File: src/rtl/led_page_scanner_pkg.sv
// Purpose: shared constants for the LED page scanner (mode encodings, flag-page bit positions).
// Latency: n/a (constants only).
// Backpressure: n/a.
package led_page_scanner_pkg;

  // mode[0] selects auto-scan, mode[1] selects the frozen snapshot as source
  localparam logic [1:0] MODE_MAN_LIVE  = 2'd0;
  localparam logic [1:0] MODE_AUTO_LIVE = 2'd1;
  localparam logic [1:0] MODE_MAN_SNAP  = 2'd2;
  localparam logic [1:0] MODE_AUTO_SNAP = 2'd3;

  // Flag page layout: zero flag on the lowest LED, overflow on the highest
  localparam int ZF_BIT = 0;

  function automatic int of_bit(input int led_w);
    return led_w - 1;
  endfunction

endpackage

File: src/rtl/led_page_scanner_if.sv
// Purpose: signal bundle between the CPU datapath side and the LED page scanner.
// Latency: n/a (wires only).
// Backpressure: none; every signal is sampled synchronously by the scanner.
// Ports: master drives din/ofa/zfa/sel/mode/snap/step and reads LED/page; slave is the scanner.
interface led_page_scanner_if #(
  parameter int NUM_CH = 2,
  parameter int DATA_W = 32,
  parameter int LED_W  = 8,
  parameter int PW     = 4
);

  logic [NUM_CH*DATA_W-1:0] din;
  logic                     ofa;
  logic                     zfa;
  logic [PW-1:0]            sel;
  logic [1:0]               mode;
  logic                     snap;
  logic                     step;
  logic [LED_W-1:0]         LED;
  logic [PW-1:0]            page;

  modport master (
    output din, ofa, zfa, sel, mode, snap, step,
    input  LED, page
  );

  modport slave (
    input  din, ofa, zfa, sel, mode, snap, step,
    output LED, page
  );

endinterface

File: src/rtl/led_dwell_timer.sv
// Purpose: page dwell counter for auto-scan; counts 0..DWELL-1 while enabled and pulses tick on the last count.
// Latency: tick is combinational from the counter; counter updates each clock.
// Backpressure: none.
// Ports: clk, rst_n (async active-low), en (count enable, low holds counter at 0), clr (restart at 0), tick (advance pulse).
module led_dwell_timer #(
  parameter int DWELL = 50_000_000
) (
  input  logic clk,
  input  logic rst_n,
  input  logic en,
  input  logic clr,
  output logic tick
);

  localparam int            CW   = (DWELL > 1) ? $clog2(DWELL) : 1;
  localparam logic [CW-1:0] LAST = CW'(DWELL - 1);

  logic [CW-1:0] cnt_q, cnt_d;

  assign tick = en & (cnt_q == LAST);

  // clr and tick both restart the dwell, so a manual step landing on expiry is one advance
  always_comb begin
    cnt_d = cnt_q + CW'(1);
    if (!en || clr || tick) begin
      cnt_d = '0;
    end
  end

  always_ff @(posedge clk or negedge rst_n) begin
    if (!rst_n) begin
      cnt_q <= '0;
    end else begin
      cnt_q <= cnt_d;
    end
  end

endmodule

File: src/rtl/led_page_scanner.sv
// Purpose: shows NUM_CH data words plus a flag page on an LED bank, manual or auto-scanned, live or snapshot.
// Latency: 1 cycle from sel/advance/data/snap to LED; page always names what LED shows.
// Backpressure: none; inputs sampled every clock.
// Ports: clk, rst_n (async active-low), bus (slave: din/ofa/zfa/sel/mode/snap/step in, LED/page out).
module led_page_scanner
  import led_page_scanner_pkg::*;
#(
  parameter int DATA_W = 32,
  parameter int NUM_CH = 2,
  parameter int LED_W  = 8,
  parameter int DWELL  = 50_000_000
) (
  input  logic                 clk,
  input  logic                 rst_n,
  led_page_scanner_if.slave    bus
);

  localparam int LPC     = DATA_W / LED_W;
  localparam int NPAGE   = NUM_CH * LPC + 1;
  localparam int PW      = $clog2(NPAGE);
  localparam int FLAG_PG = NPAGE - 1;
  localparam int OF_POS  = of_bit(LED_W);

  logic auto_mode;
  logic use_shadow;
  logic tick;
  logic adv;

  logic [PW-1:0]            page_q, page_d;
  logic [LED_W-1:0]         led_q, led_d;
  logic [NUM_CH*DATA_W-1:0] sh_din_q, sh_din_d;
  logic                     sh_of_q, sh_of_d;
  logic                     sh_zf_q, sh_zf_d;

  logic [NUM_CH*DATA_W-1:0] src_din;
  logic                     src_of;
  logic                     src_zf;

  always_comb begin
    auto_mode  = 1'b0;
    use_shadow = 1'b0;
    case (bus.mode)
      MODE_MAN_LIVE:  begin auto_mode = 1'b0; use_shadow = 1'b0; end
      MODE_AUTO_LIVE: begin auto_mode = 1'b1; use_shadow = 1'b0; end
      MODE_MAN_SNAP:  begin auto_mode = 1'b0; use_shadow = 1'b1; end
      MODE_AUTO_SNAP: begin auto_mode = 1'b1; use_shadow = 1'b1; end
      default:        begin auto_mode = 1'b0; use_shadow = 1'b0; end
    endcase
  end

  led_dwell_timer #(
    .DWELL (DWELL)
  ) u_dwell (
    .clk   (clk),
    .rst_n (rst_n),
    .en    (auto_mode),
    .clr   (auto_mode & bus.step),
    .tick  (tick)
  );

  assign adv = auto_mode & (tick | bus.step);

  // Snapshot is captured in every mode
  always_comb begin
    sh_din_d = sh_din_q;
    sh_of_d  = sh_of_q;
    sh_zf_d  = sh_zf_q;
    if (bus.snap) begin
      sh_din_d = bus.din;
      sh_of_d  = bus.ofa;
      sh_zf_d  = bus.zfa;
    end
  end

  // Next-state shadow feeds the display so a snap is visible on the same edge it is taken
  assign src_din = use_shadow ? sh_din_d : bus.din;
  assign src_of  = use_shadow ? sh_of_d  : bus.ofa;
  assign src_zf  = use_shadow ? sh_zf_d  : bus.zfa;

  always_comb begin
    page_d = page_q;
    if (auto_mode) begin
      if (adv) begin
        page_d = (page_q == PW'(FLAG_PG)) ? '0 : page_q + PW'(1);
      end
    end else if ({1'b0, bus.sel} >= (PW+1)'(NPAGE)) begin
      page_d = PW'(FLAG_PG);
    end else begin
      page_d = bus.sel;
    end
  end

  // Channels are contiguous in din, so data page p is simply slice p of the flat bus
  always_comb begin
    led_d = '0;
    if (page_d == PW'(FLAG_PG)) begin
      led_d[ZF_BIT] = src_zf;
      led_d[OF_POS] = src_of;
    end else begin
      for (int p = 0; p < FLAG_PG; p++) begin
        if (page_d == PW'(p)) begin
          led_d = src_din[p*LED_W +: LED_W];
        end
      end
    end
  end

  always_ff @(posedge clk or negedge rst_n) begin
    if (!rst_n) begin
      page_q   <= '0;
      led_q    <= '0;
      sh_din_q <= '0;
      sh_of_q  <= 1'b0;
      sh_zf_q  <= 1'b0;
    end else begin
      page_q   <= page_d;
      led_q    <= led_d;
      sh_din_q <= sh_din_d;
      sh_of_q  <= sh_of_d;
      sh_zf_q  <= sh_zf_d;
    end
  end

  assign bus.LED  = led_q;
  assign bus.page = page_q;

endmodule

File: src/flat_wrapper.sv
// flat-port wrapper written by rule: the top's interface ports become plain ports
module led_page_scanner_flat import led_page_scanner_pkg::*;
#(
  parameter int DATA_W = 32,
  parameter int NUM_CH = 2,
  parameter int LED_W  = 8,
  parameter int DWELL  = 50_000_000
)
  (clk, rst_n, bus_din, bus_ofa, bus_zfa, bus_sel, bus_mode, bus_snap, bus_step, bus_LED, bus_page);
  led_page_scanner_if #(.NUM_CH(NUM_CH), .DATA_W(DATA_W), .LED_W(LED_W), .PW(4)) bus_i ();
  input  logic clk;
  input  logic rst_n;
  input wire logic [$bits(bus_i.din)-1:0] bus_din;
  input wire logic [$bits(bus_i.ofa)-1:0] bus_ofa;
  input wire logic [$bits(bus_i.zfa)-1:0] bus_zfa;
  input wire logic [$bits(bus_i.sel)-1:0] bus_sel;
  input wire logic [$bits(bus_i.mode)-1:0] bus_mode;
  input wire logic [$bits(bus_i.snap)-1:0] bus_snap;
  input wire logic [$bits(bus_i.step)-1:0] bus_step;
  output wire logic [$bits(bus_i.LED)-1:0] bus_LED;
  output wire logic [$bits(bus_i.page)-1:0] bus_page;
  assign bus_i.din = bus_din;
  assign bus_i.ofa = bus_ofa;
  assign bus_i.zfa = bus_zfa;
  assign bus_i.sel = bus_sel;
  assign bus_i.mode = bus_mode;
  assign bus_i.snap = bus_snap;
  assign bus_i.step = bus_step;
  assign bus_LED = bus_i.LED;
  assign bus_page = bus_i.page;
  led_page_scanner #(.DATA_W(DATA_W), .NUM_CH(NUM_CH), .LED_W(LED_W), .DWELL(DWELL)) u_core (.clk(clk), .rst_n(rst_n), .bus(bus_i));
endmodule
File: config.mk
export PLATFORM = sky130hd
export DESIGN_NAME = led_page_scanner_flat
export DESIGN_NICKNAME = d
export VERILOG_FILES = /design/src/rtl/led_page_scanner_pkg.sv /design/src/rtl/led_page_scanner_if.sv /design/src/rtl/led_dwell_timer.sv /design/src/rtl/led_page_scanner.sv /design/src/flat_wrapper.sv
export SDC_FILE = /design/constraint.sdc
export NUM_CORES = 1
export LEC_CHECK = 0
export BUFFER_PORTS_ARGS = -buffer_cell sky130_fd_sc_hd__buf_2
export CAP_MARGIN = 20
export CORE_MARGIN = 2
export CORE_UTILIZATION = 61
export CTS_CLUSTER_SIZE = 20
export DETAILED_ROUTE_END_ITERATION = 8
export PLACE_DENSITY_LB_ADDON = 0.08
export SKIP_LAST_GASP = 1
export SLEW_MARGIN = 10
export SYNTH_ARGS = -nofsm -noshare
export SYNTH_HDL_FRONTEND = slang
export SYNTH_SLANG_ARGS = --single-unit
export TNS_END_PERCENT = 100
File: constraint.sdc
create_clock -name clk -period 8.2 [get_ports clk]
set_clock_uncertainty 0.2 [all_clocks]
set_input_delay 0.82 -clock clk [delete_from_list [all_inputs] [get_ports clk]]
set_output_delay 0.82 -clock clk [all_outputs]
set_load 0.005 [all_outputs]
* Yosys cells after proc, flatten, opt, wreduce, memory -nomap -nowiden
Cells that the tools add are included.
** Operators by class
- Shifts and indexed selects :: 0
- Mux-type cells :: 24
- Equal/unequal tests :: 13
- Divide/modulo/power cells :: 0
- $add $sub $neg :: 2
- Reduce and logical (&&, ||, !) cells :: 9
- Magnitude comparators :: 1
- Multiply operators :: 0
- Bitwise operators :: 4
** Operators with widths (number)
- $mux W64 :: 2
- $mux W8 :: 8
- $add A26 B1 Y26 const B :: 1
- $eq A26 B26 Y1 const B :: 1
- $mux W26 :: 1
- $eq A4 B3 Y1 const B :: 4
- $mux W4 :: 4
- $eq A4 B2 Y1 const B :: 2
- $eq A4 B4 Y1 const B :: 2
- $reduce_or A2 Y1 :: 4
- $mux W1 :: 6
- $mux W6 :: 1
- $add A4 B1 Y4 const B :: 1
- $eq A2 B2 Y1 const B :: 2
- $eq A4 B1 Y1 const B :: 1
- $ge A4 B4 Y1 const B :: 1
- $logic_not A4 Y1 :: 1
- $pmux W1 S2 :: 2
- $and A1 B1 Y1 :: 3
- $eq A2 B1 Y1 const B :: 1
- $logic_not A2 Y1 :: 1
- $logic_or A1 B1 Y1 :: 2
- $logic_not A1 Y1 :: 1
- $or A1 B1 Y1 :: 1
** Word-level totals
- Output and inout bits :: 12
- Memories :: 0
- ROM bits :: 0
- Latch bits :: 0
- Logic and storage cells :: 59
- RAM bits :: 0
- Flip-flop bits (word level) :: 104
- Bits of input ports :: 76

* Logic depth before layout (Yosys ltp)
- Depth in word-level cells :: 18
- Mapped depth :: 13
- Mapped depth without buffers :: 11

* Modules after synthesis
A second synthesis with hierarchy kept.
** Second synthesis, totals
- Cells, all modules :: 548
- Area, all modules :: 5940.7 um^2
** Modules (own cells, without submodules)
- led_page_scanner :: cells an instance 405, sequential area each 1951.9 um^2, area an instance 4590.7 um^2, times used 1
- led_dwell_timer :: cells an instance 143, sequential area each 650.6 um^2, area an instance 1350.0 um^2, times used 1

* Worst setup path after synthesis
No wires, ideal clock.
- Path kind :: input port to flip-flop
- Start point :: input port bus_mode[0]
- End point :: register u_core.led_q[0] (netlist: u_core.bus.LED[0])
- Data arrival time :: 3.131 ns
- Data required time :: 7.876 ns
- Setup slack :: 4.745 ns
- Setup time :: 0.124 ns
- Cell stages on the path :: 7
- Buffers on the path :: 1
- Path through :: dlygate4sd3_1 and4_2 nor3_4 mux4_1 a22oi_1 a21oi_1 or2_1
** Between the ends
- Longest elaborated chain between the ends :: 18
- Elaborated cells between the ends (all ways) :: 35
- Those cells by class :: eq/ne (11); mux (15); bitwise (3); reduce/logical (6)
** RTL lines
- start, declared :: line flat_wrapper.sv:17 : input wire logic [$bits(bus_i.mode)-1:0] bus_mode;
- $eq A2 B1 Y1, or another cell as far along :: line led_page_scanner.sv:42 : case (bus.mode)
- $reduce_or A2 Y1 (no source line)
- $pmux W1 S2 :: line led_page_scanner.sv:42
- $and A1 B1 Y1 :: line led_dwell_timer.sv:20 : assign tick = en & (cnt_q == LAST);
- $or A1 B1 Y1 :: line led_page_scanner.sv:61 : assign adv = auto_mode & (tick | bus.step);
- $and A1 B1 Y1 :: line led_page_scanner.sv:61
- $mux W4 :: line led_page_scanner.sv:83 : if (adv) begin
- $mux W4 :: line led_page_scanner.sv:82 : if (auto_mode) begin
- $logic_not A4 Y1 :: line led_page_scanner.sv:101 : if (page_d == PW'(p)) begin
- $mux W8 (8 in series) :: line led_page_scanner.sv:101
- $mux W1 * :: line led_page_scanner.sv:96 : if (page_d == PW'(FLAG_PG)) begin
- named net u_core.led_d[0] :: line led_page_scanner.sv:30 : logic [LED_W-1:0] led_q, led_d;
- end signal, assigned :: line led_page_scanner.sv:117 : led_q <= led_d;
- end, declared :: line led_page_scanner.sv:30
The timed path passes the listed nets; every way through them passes the cells marked *.

* Worst setup path after layout
- Start point :: register u_core.u_dwell.cnt_q[10]
- End point :: register u_core.led_q[5] (netlist: u_core.bus.LED[5])
** Between the ends
- Longest elaborated chain between the ends :: 16
- Elaborated cells between the ends (all ways) :: 24
- Those cells by class :: eq/ne (9); mux (11); bitwise (3); reduce/logical (1)
** RTL lines
- start, declared :: line led_dwell_timer.sv:18 : logic [CW-1:0] cnt_q, cnt_d;
- start signal, assigned :: line led_dwell_timer.sv:34 : cnt_q <= cnt_d;
- $eq A26 B26 Y1 * :: line led_dwell_timer.sv:20
- $and A1 B1 Y1 * :: line led_dwell_timer.sv:20
- $or A1 B1 Y1 * :: line led_page_scanner.sv:61
- $and A1 B1 Y1 * :: line led_page_scanner.sv:61
- $mux W4 * :: line led_page_scanner.sv:83
- $mux W4 * :: line led_page_scanner.sv:82
- named net u_core.page_d[0] :: line led_page_scanner.sv:29 : logic [PW-1:0] page_q, page_d;
- $logic_not A4 Y1 :: line led_page_scanner.sv:101
- $mux W8 (8 in series) :: line led_page_scanner.sv:101
- $mux W6 * :: line led_page_scanner.sv:96
- named net u_core.led_d[5] :: line led_page_scanner.sv:30
Marks and branches as above.

==> results.txt <==
The smallest clock period supported by the final layout is computed as 4.02 ns. For the DRC violations left, the log shows 0. Setup repair after global routing left no endpoint under its margin. Leakage power figure: 2.71 nW. In this run the remaining antenna-violating nets after routing total 0. Max-cap violations in this run came to 0. The number of different library cells in the post-synthesis netlist was 53; the number of instances in the synthesized netlist was 450. By count the netlist is led by sky130_fd_sc_hd__dfrtp_1 (104), sky130_fd_sc_hd__mux2_2 (72), sky130_fd_sc_hd__nor2_1 (33). The global-route wire length before repair is 19800 um.

The tools report the weighted congestion reported at the end of routability-driven placement as 0.948. For the maximum buffer depth of the clock tree, the log shows 2. Initial core utilization: 62.8%.

Total of warnings raised by yosys: 0. The I/O pin total was 88; the net count reported at finish was 605. In this run the worst path has a maximum fanout of 23. Dividing the detail-routed via count by the number of cells gives 5.99. The final max-slew violation count came out at 0. The required time of the critical path is 8.26 ns, and the flip-flop and latch count after synthesis is 104. Headroom to the max-slew limit came out at 39.4%. The clock reaches the later pin of the worst-skew pair after 0.37 ns. The kind of end point of the critical path was a flip-flop. The number of synthesized flops with an enable pin was 0; the share of cells above drive strength 1 was 38.6%. The worst setup path is launched from a flip-flop. The half-perimeter wire length of the detailed placement result was 8800 um. Synthesized netlist net count: 529. The cell taking the most area after synthesis is sky130_fd_sc_hd__dfrtp_1. The synthesized area divided by synthesized cell count came out at 12.2 sq um. For the maximum VDD drop, the log shows 133 uV. The non-filler instance count after layout came out at 639. Dividing total power by cell area gives a power density of 183 nW/um^2. After synthesis the cells add up to 5480 sq um. The logs give 9750 sq um for the die outline area and 3929 for the number of global-route vias before repair. The final antenna diode count is 0, and the post-cts repair resize count is 0. The number of failing setup endpoints in the final timing report was 0; the core box area was 8720 sq um. The run gives 0 as the initial antenna violation count. The design draws 1.12 mW. The final worst-path cycle share came out at 49.0%. The class of the worst hold path is in2async. For the number of hold buffers added after cts, the log shows 0.

The run gives 0 as the count of buffers added by post-CTS timing repair for setup. The run finished with clean final reports. For the arrival time of data at the critical path endpoint, the log shows 4.08 ns.

CTS built an H-tree with a depth of 3. The tools report the violation count after the first detailed-routing iteration as 184. After clock tree synthesis, the clock-pin slew on the worst setup and hold paths is 0.10 ns. Die outline height: 98.7 um. The worst register-to-register path has a setup slack of 4.18 ns.

The worst setup path is of the reg2reg kind. The final layout contains routed wiring with a total length of 12100 um. For the row count, the log shows 34. Global routing used 25.9% of the available tracks across all layers. The most common cell in the netlist is sky130_fd_sc_hd__dfrtp_1. For this design, the sink count on the clock tree is 104. After synthesis, the cell types taking the most area are sky130_fd_sc_hd__dfrtp_1 (48%), sky130_fd_sc_hd__mux2_2 (15%), sky130_fd_sc_hd__mux4_2 (5.3%). Entering global routing, the biggest net connects 68 pins.

The run gives 4 as the detailed-router iteration count before antenna repair. The flip-flop cell with the highest count after synthesis was sky130_fd_sc_hd__dfrtp_1. CTS placed an instance of sky130_fd_sc_hd__clkbuf_8 at the clock tree root.

The tools report the sequential share of the synthesized area as 47.5%. Final hold analysis gives a worst-case slack of 0.226 ns. The mean routed wirelength per cell was 18.9 um; the fraction of post-synthesis cell area in the top cell type by area was 47.5%. TritonCTS built the clock tree.

Summed over all layers, the global routing overflow is 0. Adding up every negative setup slack in the final design gives 0 ns. In the synthesized netlist the async set-or-reset flop fraction comes to 100%. Including well taps, the total number of placed cells is 623.

Compared with the post-synthesis result, the final layout area differs by 11.8%. The number of failing hold endpoints at the final stage was 0. For the pin with the worst max-slew slack, the measured transition is 0.906 ns.

The TritonCTS buffer count came out at 9. The logs give 70.2% for the end-of-flow core utilization and 3829 for the detailed-route via count. The horizontal extent of the die came out at 98.7 um. Derived from the worst setup path, the maximum achievable clock frequency is 0.249 GHz.

The count of buffers inserted at the top-level ports was 87.
## worst max-delay path, cell delays in order (launching register included)
cell                       delay, ns
sky130_fd_sc_hd__dfrtp_1        0.44
sky130_fd_sc_hd__or4b_4         0.56
sky130_fd_sc_hd__nor4_4         0.43
sky130_fd_sc_hd__a2111o_1       0.20
sky130_fd_sc_hd__and3_1         0.71
sky130_fd_sc_hd__inv_1          0.25
sky130_fd_sc_hd__nor3_1         0.68
sky130_fd_sc_hd__a22o_1         0.26
sky130_fd_sc_hd__nor2_1         0.05
sky130_fd_sc_hd__o32ai_1        0.14
## kinds of logic (layout without fill, tap and decap cells)
kind of cell / count (synthesis) / in the layout / share of synthesized area [%]
xor gates and xnor gates: 20 / 20 / 3.20
AOI/OAI and AO/OA: 59 / 59 / 7.13
muxes: 111 / 111 / 26.7
buffers and inverters: 36 / 117 / 3.34
and+or+nand+nor: 117 / 117 / 11.4
DFF: 104 / 104 / 47.5
adders and majority gates: 3 / 3 / 0.686
## worst paths after layout
check	cells after the start	end	from
max	9	u_core.bus.LED[5]	u_core.u_dwell.cnt_q[10]
min	1	u_core.u_dwell.cnt_q[15]	rst_n
max reg2reg	9	u_core.bus.LED[5]	u_core.u_dwell.cnt_q[10]
min reg2reg	1	u_core.u_dwell.cnt_q[0]	u_core.u_dwell.cnt_q[0]
max in group asynchronous	2	u_core.u_dwell.cnt_q[21]	rst_n
min in group clk	1	u_core.u_dwell.cnt_q[0]	u_core.u_dwell.cnt_q[0]
## where the power goes
part           switching (mW)  internal (mW)
sequential             0.0199          0.559
clock                   0.184          0.123
combinational           0.121          0.116
## layout make-up
type	count	area [sq um]
clock buffers	10	138
clock inverters	6	52.6
fillers	673	2600
inverters	10	37.5
multi-input cells	310	2690
flip-flops and latches	104	2600
well taps	108	135
repair buffers	91	468
## stage by stage
step	instance area [sq um]	setup WS [ns]
after floorplan	5480	4.74
after global placement	5930	4.46
after detailed placement	5930	4.30
after CTS	6120	4.27
after global routing	6120	3.90
final	6120	4.18
## cells in the final DEF, fill, tap and decap left out, drive strengths merged, types with 4 or more instances in the layout
master    n
dfrtp   104
buf      91
mux2     72
nor2     33
mux2i    20
nand2    19
mux4     19
o21ai    16
xor2     16
a21oi    13
inv      12
nand3    11
clkbuf   10
nor3     10
nand4     8
and3      7
nand2b    7
or2       7
a31oi     6
or3       5
o211ai    4
xnor2     4
## sequential cells by signal (all words and copies together) (netlist names)
register and count:
u_core.sh_din_q 64, u_core.u_dwell.cnt_q 26, u_core.sh_of_q 1, u_core.bus.LED 8, u_core.sh_zf_q 1, u_core.bus.page 4
## routing by layer
metal | part of all wire [%] | global-route usage [%] | vias up
met3 | 4.9 | 6.17 | 19
met5 | 0 | 0 | -
met2 | 51 | 43.4 | 107
met1 | 42 | 34.2 | 1903
li1 | - | - | 1800
met4 | 1.8 | 7.06 | 0
Note: power is estimated with default switching activity, not from simulation.
